==> src/rtl/pipe_hazard_ctrl_pkg.sv <==
// Shared core definitions for the pipeline hazard controller.
// Provides stall polarity constants, the default PC width, the named
// pipeline boundary indices and the redirect-source encoding.
package pipe_hazard_ctrl_pkg;

  localparam logic STOP   = 1'b1;
  localparam logic NOSTOP = 1'b0;

  localparam int unsigned ADDR_WIDTH = 32;

  // Pipeline boundary indices, bit 0 is the PC, ascending downstream
  localparam int unsigned STG_PC     = 0;
  localparam int unsigned STG_IF_ID  = 1;
  localparam int unsigned STG_ID_EX  = 2;
  localparam int unsigned STG_EX_MEM = 3;
  localparam int unsigned STG_MEM_WB = 4;

  typedef enum logic [1:0] {
    SRC_NONE = 2'd0,
    SRC_PEND = 2'd1,
    SRC_TRAP = 2'd2,
    SRC_JUMP = 2'd3
  } redir_src_e;

endpackage

==> src/rtl/pipe_hazard_ctrl_if.sv <==
// Pipeline-side bundle of the hazard controller.
// master: pipeline stages (drive requests, consume controls).
// slave : hazard controller (consume requests, drive controls).
//   stall_req_in / mc_start_in / mc_cycles_in  : stall and multi-cycle requests
//   jump_* / trap_*                            : redirect requests
//   stall_out / bubble_out / flush_out         : per-boundary controls
//   pc_load_out / new_pc_out                   : PC redirect
//   mc_busy_out / redirect_pending_out         : status
//   stall_cycles_out                           : stall perf counter
interface pipe_hazard_ctrl_if #(
  parameter int unsigned NUM_STAGES = 6,
  parameter int unsigned ADDR_WIDTH = 32,
  parameter int unsigned CNT_WIDTH  = 6,
  parameter int unsigned PERF_WIDTH = 32
);

  logic [NUM_STAGES-1:0] stall_req_in;
  logic                  mc_start_in;
  logic [CNT_WIDTH-1:0]  mc_cycles_in;
  logic                  jump_enable_in;
  logic [ADDR_WIDTH-1:0] jump_address_in;
  logic                  trap_enable_in;
  logic [ADDR_WIDTH-1:0] trap_address_in;

  logic [NUM_STAGES-1:0] stall_out;
  logic [NUM_STAGES-1:0] bubble_out;
  logic [NUM_STAGES-1:0] flush_out;
  logic                  pc_load_out;
  logic [ADDR_WIDTH-1:0] new_pc_out;
  logic                  mc_busy_out;
  logic                  redirect_pending_out;
  logic [PERF_WIDTH-1:0] stall_cycles_out;

  modport master (
    output stall_req_in, mc_start_in, mc_cycles_in,
           jump_enable_in, jump_address_in, trap_enable_in, trap_address_in,
    input  stall_out, bubble_out, flush_out, pc_load_out, new_pc_out,
           mc_busy_out, redirect_pending_out, stall_cycles_out
  );

  modport slave (
    input  stall_req_in, mc_start_in, mc_cycles_in,
           jump_enable_in, jump_address_in, trap_enable_in, trap_address_in,
    output stall_out, bubble_out, flush_out, pc_load_out, new_pc_out,
           mc_busy_out, redirect_pending_out, stall_cycles_out
  );

endinterface

==> src/rtl/pipe_mc_counter.sv <==
// Multi-cycle op down-counter.
//   clk_in, reset_in : clock, async active-high reset
//   start, cycles    : load request and extra stall cycle count
//   abort            : clears the count (trap issue), wins over start
//   busy             : count is nonzero
module pipe_mc_counter #(
  parameter int unsigned CNT_WIDTH = 6
) (
  input  logic                 clk_in,
  input  logic                 reset_in,
  input  logic                 start,
  input  logic                 abort,
  input  logic [CNT_WIDTH-1:0] cycles,
  output logic                 busy
);

  logic [CNT_WIDTH-1:0] cnt;

  // A start while counting is ignored; loading zero yields no stall
  always_ff @(posedge clk_in or posedge reset_in) begin
    if (reset_in) begin
      cnt <= '0;
    end else if (abort) begin
      cnt <= '0;
    end else if (cnt != '0) begin
      cnt <= cnt - CNT_WIDTH'(1);
    end else if (start) begin
      cnt <= cycles;
    end
  end

  assign busy = (cnt != '0);

endmodule

==> src/rtl/pipe_hazard_ctrl.sv <==
// Pipeline control unit: merges stall requests into a thermometer hold
// mask, inserts a bubble below the highest held boundary, sequences
// multi-cycle stalls and arbitrates/holds trap and jump redirects.
//   clk_in, reset_in : clock, async active-high reset
//   bus (slave)      : requests in, stall/bubble/flush/PC controls out
// Controls are combinational from the current requests and forced to 0
// while reset is asserted.
module pipe_hazard_ctrl #(
  parameter int unsigned NUM_STAGES = 6,
  parameter int unsigned ADDR_WIDTH = pipe_hazard_ctrl_pkg::ADDR_WIDTH,
  parameter int unsigned CNT_WIDTH  = 6,
  parameter int unsigned JUMP_STAGE = pipe_hazard_ctrl_pkg::STG_ID_EX,
  parameter int unsigned TRAP_STAGE = pipe_hazard_ctrl_pkg::STG_EX_MEM,
  parameter int unsigned MC_STAGE   = pipe_hazard_ctrl_pkg::STG_EX_MEM,
  parameter int unsigned PERF_WIDTH = 32
) (
  input logic               clk_in,
  input logic               reset_in,
  pipe_hazard_ctrl_if.slave bus
);

  import pipe_hazard_ctrl_pkg::*;

  logic                  pend_valid;
  logic                  pend_is_trap;
  logic [ADDR_WIDTH-1:0] pend_addr;
  logic [PERF_WIDTH-1:0] perf;
  logic                  mc_busy;

  logic [NUM_STAGES-1:0] eff;
  logic [NUM_STAGES-1:0] masked;
  logic [NUM_STAGES-1:0] stall_raw;
  logic [NUM_STAGES-1:0] stall;
  logic [NUM_STAGES-1:0] bubble;
  logic [NUM_STAGES-1:0] flush;
  redir_src_e            src;
  logic                  sel_trap;
  logic [ADDR_WIDTH-1:0] sel_addr;
  int unsigned           sel_stage;
  logic                  blocked;
  logic                  issue;
  logic                  acc;

  // Request merge, redirect arbitration, stall/bubble/flush forming
  always_comb begin
    eff       = bus.stall_req_in;
    src       = SRC_NONE;
    sel_trap  = 1'b0;
    sel_addr  = '0;
    sel_stage = JUMP_STAGE;
    blocked   = 1'b0;
    masked    = '0;
    flush     = '0;
    stall_raw = '0;
    bubble    = '0;
    acc       = 1'b0;

    for (int unsigned k = STG_PC; k < NUM_STAGES; k++) begin
      if (mc_busy && (k <= MC_STAGE)) eff[k] = STOP;
    end

    // Pending wins, except a new trap supersedes a pending jump; a new
    // jump under a pending redirect is the same jump re-asserted
    if (pend_valid && (pend_is_trap || !bus.trap_enable_in)) src = SRC_PEND;
    else if (bus.trap_enable_in)                             src = SRC_TRAP;
    else if (bus.jump_enable_in && !pend_valid)              src = SRC_JUMP;

    case (src)
      SRC_PEND: begin sel_trap = pend_is_trap; sel_addr = pend_addr;           end
      SRC_TRAP: begin sel_trap = 1'b1;         sel_addr = bus.trap_address_in; end
      SRC_JUMP: begin sel_trap = 1'b0;         sel_addr = bus.jump_address_in; end
      default:  begin sel_trap = 1'b0;         sel_addr = '0;                  end
    endcase
    sel_stage = sel_trap ? TRAP_STAGE : JUMP_STAGE;

    // Any hold request downstream of the owning stage blocks the redirect
    for (int unsigned k = STG_PC; k < NUM_STAGES; k++) begin
      if (k > sel_stage) blocked = blocked | eff[k];
    end
    issue = (src != SRC_NONE) && !blocked;

    // Flushed boundaries cannot request a stall
    masked = eff;
    for (int unsigned k = STG_PC; k < NUM_STAGES; k++) begin
      if (issue && (k <= sel_stage)) begin
        masked[k] = NOSTOP;
        if (k >= STG_IF_ID) flush[k] = 1'b1;
      end
    end

    for (int k = int'(NUM_STAGES) - 1; k >= 0; k--) begin
      acc          = acc | masked[k];
      stall_raw[k] = acc;
    end
    stall = stall_raw & ~flush;

    // Thermometer edge marks the boundary just below the held region
    for (int unsigned k = STG_IF_ID; k < NUM_STAGES; k++) begin
      bubble[k] = stall[k-1] & ~stall[k];
    end
  end

  pipe_mc_counter #(
    .CNT_WIDTH (CNT_WIDTH)
  ) u_mc_counter (
    .clk_in   (clk_in),
    .reset_in (reset_in),
    .start    (bus.mc_start_in),
    .abort    (issue && sel_trap),
    .cycles   (bus.mc_cycles_in),
    .busy     (mc_busy)
  );

  // Pending redirect capture/clear
  always_ff @(posedge clk_in or posedge reset_in) begin
    if (reset_in) begin
      pend_valid   <= 1'b0;
      pend_is_trap <= 1'b0;
      pend_addr    <= '0;
    end else if (issue) begin
      pend_valid   <= 1'b0;
    end else if (src != SRC_NONE) begin
      pend_valid   <= 1'b1;
      pend_is_trap <= sel_trap;
      pend_addr    <= sel_addr;
    end
  end

  // Saturating count of cycles with the PC held
  always_ff @(posedge clk_in or posedge reset_in) begin
    if (reset_in) begin
      perf <= '0;
    end else if (stall[STG_PC] && (perf != '1)) begin
      perf <= perf + PERF_WIDTH'(1);
    end
  end

  assign bus.stall_out            = reset_in ? '0 : stall;
  assign bus.bubble_out           = reset_in ? '0 : bubble;
  assign bus.flush_out            = reset_in ? '0 : flush;
  assign bus.pc_load_out          = !reset_in && issue;
  assign bus.new_pc_out           = (!reset_in && issue) ? sel_addr : '0;
  assign bus.mc_busy_out          = mc_busy;
  assign bus.redirect_pending_out = pend_valid;
  assign bus.stall_cycles_out     = perf;

endmodule
==> src/flat_wrapper.sv <==
// flat-port wrapper written by rule: the top's interface ports become plain ports
module pipe_hazard_ctrl_flat import pipe_hazard_ctrl_pkg::*;
#(
  parameter int unsigned NUM_STAGES = 6,
  parameter int unsigned ADDR_WIDTH = pipe_hazard_ctrl_pkg::ADDR_WIDTH,
  parameter int unsigned CNT_WIDTH  = 6,
  parameter int unsigned JUMP_STAGE = pipe_hazard_ctrl_pkg::STG_ID_EX,
  parameter int unsigned TRAP_STAGE = pipe_hazard_ctrl_pkg::STG_EX_MEM,
  parameter int unsigned MC_STAGE   = pipe_hazard_ctrl_pkg::STG_EX_MEM,
  parameter int unsigned PERF_WIDTH = 32
)
  (clk_in, reset_in, bus_stall_req_in, bus_mc_start_in, bus_mc_cycles_in, bus_jump_enable_in, bus_jump_address_in, bus_trap_enable_in, bus_trap_address_in, bus_stall_out, bus_bubble_out, bus_flush_out, bus_pc_load_out, bus_new_pc_out, bus_mc_busy_out, bus_redirect_pending_out, bus_stall_cycles_out);
  pipe_hazard_ctrl_if #(.NUM_STAGES(NUM_STAGES), .ADDR_WIDTH(ADDR_WIDTH), .CNT_WIDTH(CNT_WIDTH), .PERF_WIDTH(PERF_WIDTH)) bus_i ();
  input logic clk_in;
  input logic reset_in;
  input wire logic [$bits(bus_i.stall_req_in)-1:0] bus_stall_req_in;
  input wire logic [$bits(bus_i.mc_start_in)-1:0] bus_mc_start_in;
  input wire logic [$bits(bus_i.mc_cycles_in)-1:0] bus_mc_cycles_in;
  input wire logic [$bits(bus_i.jump_enable_in)-1:0] bus_jump_enable_in;
  input wire logic [$bits(bus_i.jump_address_in)-1:0] bus_jump_address_in;
  input wire logic [$bits(bus_i.trap_enable_in)-1:0] bus_trap_enable_in;
  input wire logic [$bits(bus_i.trap_address_in)-1:0] bus_trap_address_in;
  output wire logic [$bits(bus_i.stall_out)-1:0] bus_stall_out;
  output wire logic [$bits(bus_i.bubble_out)-1:0] bus_bubble_out;
  output wire logic [$bits(bus_i.flush_out)-1:0] bus_flush_out;
  output wire logic [$bits(bus_i.pc_load_out)-1:0] bus_pc_load_out;
  output wire logic [$bits(bus_i.new_pc_out)-1:0] bus_new_pc_out;
  output wire logic [$bits(bus_i.mc_busy_out)-1:0] bus_mc_busy_out;
  output wire logic [$bits(bus_i.redirect_pending_out)-1:0] bus_redirect_pending_out;
  output wire logic [$bits(bus_i.stall_cycles_out)-1:0] bus_stall_cycles_out;
  assign bus_i.stall_req_in = bus_stall_req_in;
  assign bus_i.mc_start_in = bus_mc_start_in;
  assign bus_i.mc_cycles_in = bus_mc_cycles_in;
  assign bus_i.jump_enable_in = bus_jump_enable_in;
  assign bus_i.jump_address_in = bus_jump_address_in;
  assign bus_i.trap_enable_in = bus_trap_enable_in;
  assign bus_i.trap_address_in = bus_trap_address_in;
  assign bus_stall_out = bus_i.stall_out;
  assign bus_bubble_out = bus_i.bubble_out;
  assign bus_flush_out = bus_i.flush_out;
  assign bus_pc_load_out = bus_i.pc_load_out;
  assign bus_new_pc_out = bus_i.new_pc_out;
  assign bus_mc_busy_out = bus_i.mc_busy_out;
  assign bus_redirect_pending_out = bus_i.redirect_pending_out;
  assign bus_stall_cycles_out = bus_i.stall_cycles_out;
  pipe_hazard_ctrl #(.NUM_STAGES(NUM_STAGES), .ADDR_WIDTH(ADDR_WIDTH), .CNT_WIDTH(CNT_WIDTH), .JUMP_STAGE(JUMP_STAGE), .TRAP_STAGE(TRAP_STAGE), .MC_STAGE(MC_STAGE), .PERF_WIDTH(PERF_WIDTH)) u_core (.clk_in(clk_in), .reset_in(reset_in), .bus(bus_i));
endmodule
==> config.mk <==
export PLATFORM = sky130hd
export DESIGN_NAME = pipe_hazard_ctrl_flat
export DESIGN_NICKNAME = d
export VERILOG_FILES = /design/src/rtl/pipe_hazard_ctrl_pkg.sv /design/src/rtl/pipe_hazard_ctrl_if.sv /design/src/rtl/pipe_mc_counter.sv /design/src/rtl/pipe_hazard_ctrl.sv /design/src/flat_wrapper.sv
export SDC_FILE = /design/constraint.sdc
export NUM_CORES = 1
export LEC_CHECK = 0
export CAP_MARGIN = 20
export CORE_MARGIN = 1.5
export CORE_UTILIZATION = 30
export CTS_BUF_LIST = sky130_fd_sc_hd__clkbuf_16
export CTS_CLUSTER_SIZE = 12
export DETAILED_ROUTE_END_ITERATION = 7
export DONT_BUFFER_PORTS = 1
export PLACE_DENSITY = 0.41
export SLEW_MARGIN = 20
export SYNTH_ARGS = -nofsm -noshare
export SYNTH_HDL_FRONTEND = slang
export SYNTH_SLANG_ARGS = --single-unit
==> constraint.sdc <==
create_clock -name clk_in -period 7.25 [get_ports clk_in]
set_input_delay 2.175 -clock clk_in [delete_from_list [all_inputs] [get_ports clk_in]]
set_output_delay 2.175 -clock clk_in [all_outputs]
set_load 0.02 [all_outputs]
==> results.json <==
{
  "final.setup.tns_ns": 0,
  "skew_ns": 0.00527,
  "final_max_slew_viol_count": 0,
  "crit_start": "bus_stall_req_in[3]",
  "critical_path_peak_fanout": 22,
  "rsz0062_at_grt": "false",
  "crit_required_ns": 5.08,
  "io_buffers": 0,
  "grt_max_degree": 74,
  "core_um2": 13200,
  "synth_edf_count": 0,
  "grt_pass1_wl_um": 16900,
  "syn_inst": 414,
  "layout_common_cells": "dfrtp_1, nand2_1, o21ai_0",
  "crit_chain": "or4_1, o22a_1, or3_2, buf_4, nor2_2",
  "fmax_ghz": 0.155,
  "wl_um": 10600,
  "critical_path_class": "primary input to output pin",
  "drt-wirelength-per-cell_um": 18.0,
  "outcome": "complete, no violations",
  "switching_share_pct": 36.0,
  "min_path_type": "register to register",
  "cpPeakStageDelay_ns": 0.75,
  "syn_to_final_growth_pct": 10.1,
  "yosysWarnings": 0,
  "dieArea_um2": 14200,
  "initial_core_util_pct": 30.6,
  "io_pins": 166,
  "netlist_area_um2": 4040,
  "maxSlewHeadroom_pct": 36.7,
  "grt_pass1_vias": 3091,
  "final_nets": 491,
  "powerDensity_nw_per_um2": 321,
  "postLayoutCoreUtil_pct": 33.8,
  "setup-violations-final": 0,
  "place.gp.congestion": 0.772,
  "cts_root_buf": "clkbuf_16",
  "combPwrFrac_pct": 25.5,
  "path_clk_slew_ns": 0.06,
  "clock-sinks": 72,
  "postRouteAntennaNets": 0,
  "fp-row-count": 42,
  "regToRegStartpoint": "u_core.u_mc_counter.cnt[0]",
  "first_pass_iters": 7,
  "busiest_layer": "met2",
  "yosysUniqueCellTypes": 49,
  "vias_per_cell": 5.35,
  "start_kind": "primary input",
  "via_count": 3146,
  "avgSynthCellArea_um2": 9.76,
  "synth-seq-cells": 72,
  "cts_inserted_buffers": 9,
  "synth_ff_type": "dfrtp_1",
  "p_leak_nw": 1.71,
  "die_w_um": 119,
  "grt_overflow": 0,
  "period_share_pct": 89.1,
  "peakVddDrop_mv": 0.121,
  "power_frac_clock_pct": 30.2,
  "p_switching_w": 0.000514,
  "hpwl_um": 7580,
  "gr-usage-met3_pct": 4.07,
  "grt_usage_pct": 15.4,
  "end_kind": "output pin",
  "pwr-share-seq_pct": 44.2,
  "htree_num_levels": 3,
  "die_h_um": 119,
  "route.detailed.drc": 0,
  "async_reset_ff_share_pct": 100,
  "ctsResizeCount": 0,
  "min_from": "u_core.pend_addr[6]",
  "internal_power_w": 0.000914,
  "postCtsHoldBufs": 0,
  "clock_path_buffers": 2,
  "met2_usage_pct": 24.6,
  "postCtsSetupRepairBufs": 0,
  "cts_tree": "yes",
  "hold_violations": 0,
  "post-route-min-period_ns": 6.46,
  "drive_gt1_share_pct": 17.2,
  "ys_seq_area_share_pct": 44.6,
  "worstSkewPairLatency_ns": 0.33,
  "met1_usage_pct": 19.7,
  "diodes": 0,
  "cpMaxStageDelayCell": "or3_2",
  "maxCapViolations": 0,
  "tightest_slew_ns": 0.950,
  "antenna_found_initial": 0,
  "worstPathArrival_ns": 4.28,
  "drt-initial-drc-count": 283,
  "final_common_cell": "dfrtp_1"
}
==> kinds of logic (layout without fill, tap and decap cells) <==
group,after synthesis,after routing,synth area share [%]
muxes,1,1,0.279
adders and majority gates,3,3,0.929
AOI/OAI and AO/OA,97,97,18.8
xor gates and xnor gates,34,34,7.37
buffers and inverters,39,34,5.60
and+or+nand+nor,167,167,22.3
DFF,72,72,44.6
other,1,4,0.0928
==> power by group through the flow <==
stage               clock, W  combinational, W  sequential (W)
global placement           0          0.000365        0.000636
global route        0.000470          0.000416        0.000650
finish              0.000432          0.000365        0.000632
floorplan                  0          0.000316        0.000608
CTS                 0.000452          0.000373        0.000632
detailed placement         0          0.000375        0.000634
==> final cells by class <==
| class | instances | area, um2 |
|---|---|---|
| Clock buffer | 9 | 225 |
| Clock inverter | 7 | 62.6 |
| Fill cell | 1382 | 8740 |
| Inverter | 9 | 35.0 |
| Multi-Input combinational cell | 306 | 2040 |
| Sequential cell | 72 | 1800 |
| Tap cell | 176 | 220 |
| Timing Repair Buffer | 9 | 67.6 |
==> registers in the layout, summed over array words and instances, names as in the netlist <==
name                             flops
u_core.bus.stall_cycles_out         32
u_core.pend_addr                    32
u_core.u_mc_counter.cnt              6
u_core.bus.redirect_pending_out      1
u_core.pend_is_trap                  1
==> critical path: cells and delay by family <==
family	cells	cell delay, ns
and+or+nand+nor	3	1.51
buffers and inverters	1	0.33
AOI/OAI and AO/OA	1	0.26
==> path summary, 6_finish.rpt <==
| kind | to | slack, ns | cells past startpoint |
|---|---|---|---|
| max in group asynchronous | u_core.bus.stall_cycles_out[26] | 4.61 | 2 |
| hold / removal | u_core.pend_addr[6] | 0.48 | 2 |
| setup / recovery | bus_new_pc_out[21] | 0.79 | 5 |
| setup reg to reg | u_core.pend_addr[20] | 4.58 | 7 |
| hold reg to reg | u_core.pend_addr[6] | 0.48 | 2 |
| min in group asynchronous | u_core.u_mc_counter.cnt[5] | 2.05 | 2 |
==> cells in the mapped netlist, drive strengths merged (6+ instances only) <==
| cell | n | area, um2 |
|---|---|---|
| nor2 | 35 | 191 |
| buf | 18 | 148 |
| nor3 | 9 | 61.3 |
| a21oi | 14 | 85.1 |
| dfrtp | 72 | 1800 |
| nand3 | 19 | 105 |
| xnor2 | 32 | 280 |
| o21ai | 35 | 175 |
| a222oi | 24 | 240 |
| nand4 | 17 | 119 |
| clkbuf | 12 | 45.0 |
| a22oi | 8 | 60.1 |
| inv | 9 | 33.8 |
| a211oi | 6 | 45.0 |
| and3 | 9 | 56.3 |
| nand2 | 57 | 214 |
==> per-layer routing <==
layer | up-vias | part of all wire (%)
met5 | - | 0
met4 | 0 | 2.0
met3 | 14 | 7.2
met2 | 123 | 48
met1 | 1514 | 43
li1 | 1495 | -
==> through the flow <==
stage	total power (W)	std cells	worst slack (ns)	cell area, um2	hold WS (ns)
after global routing	0.00154	588	0.695	4450	0.501
after detailed placement	0.00101	572	0.755	4160	0.477
after floorplan	0.000925	417	0.172	4050	0.450
after CTS	0.00146	588	0.758	4450	0.490
after global placement	0.00100	572	0.814	4160	0.466
final	0.00143	588	0.791	4450	0.482
(Power assumes the default switching activity.)
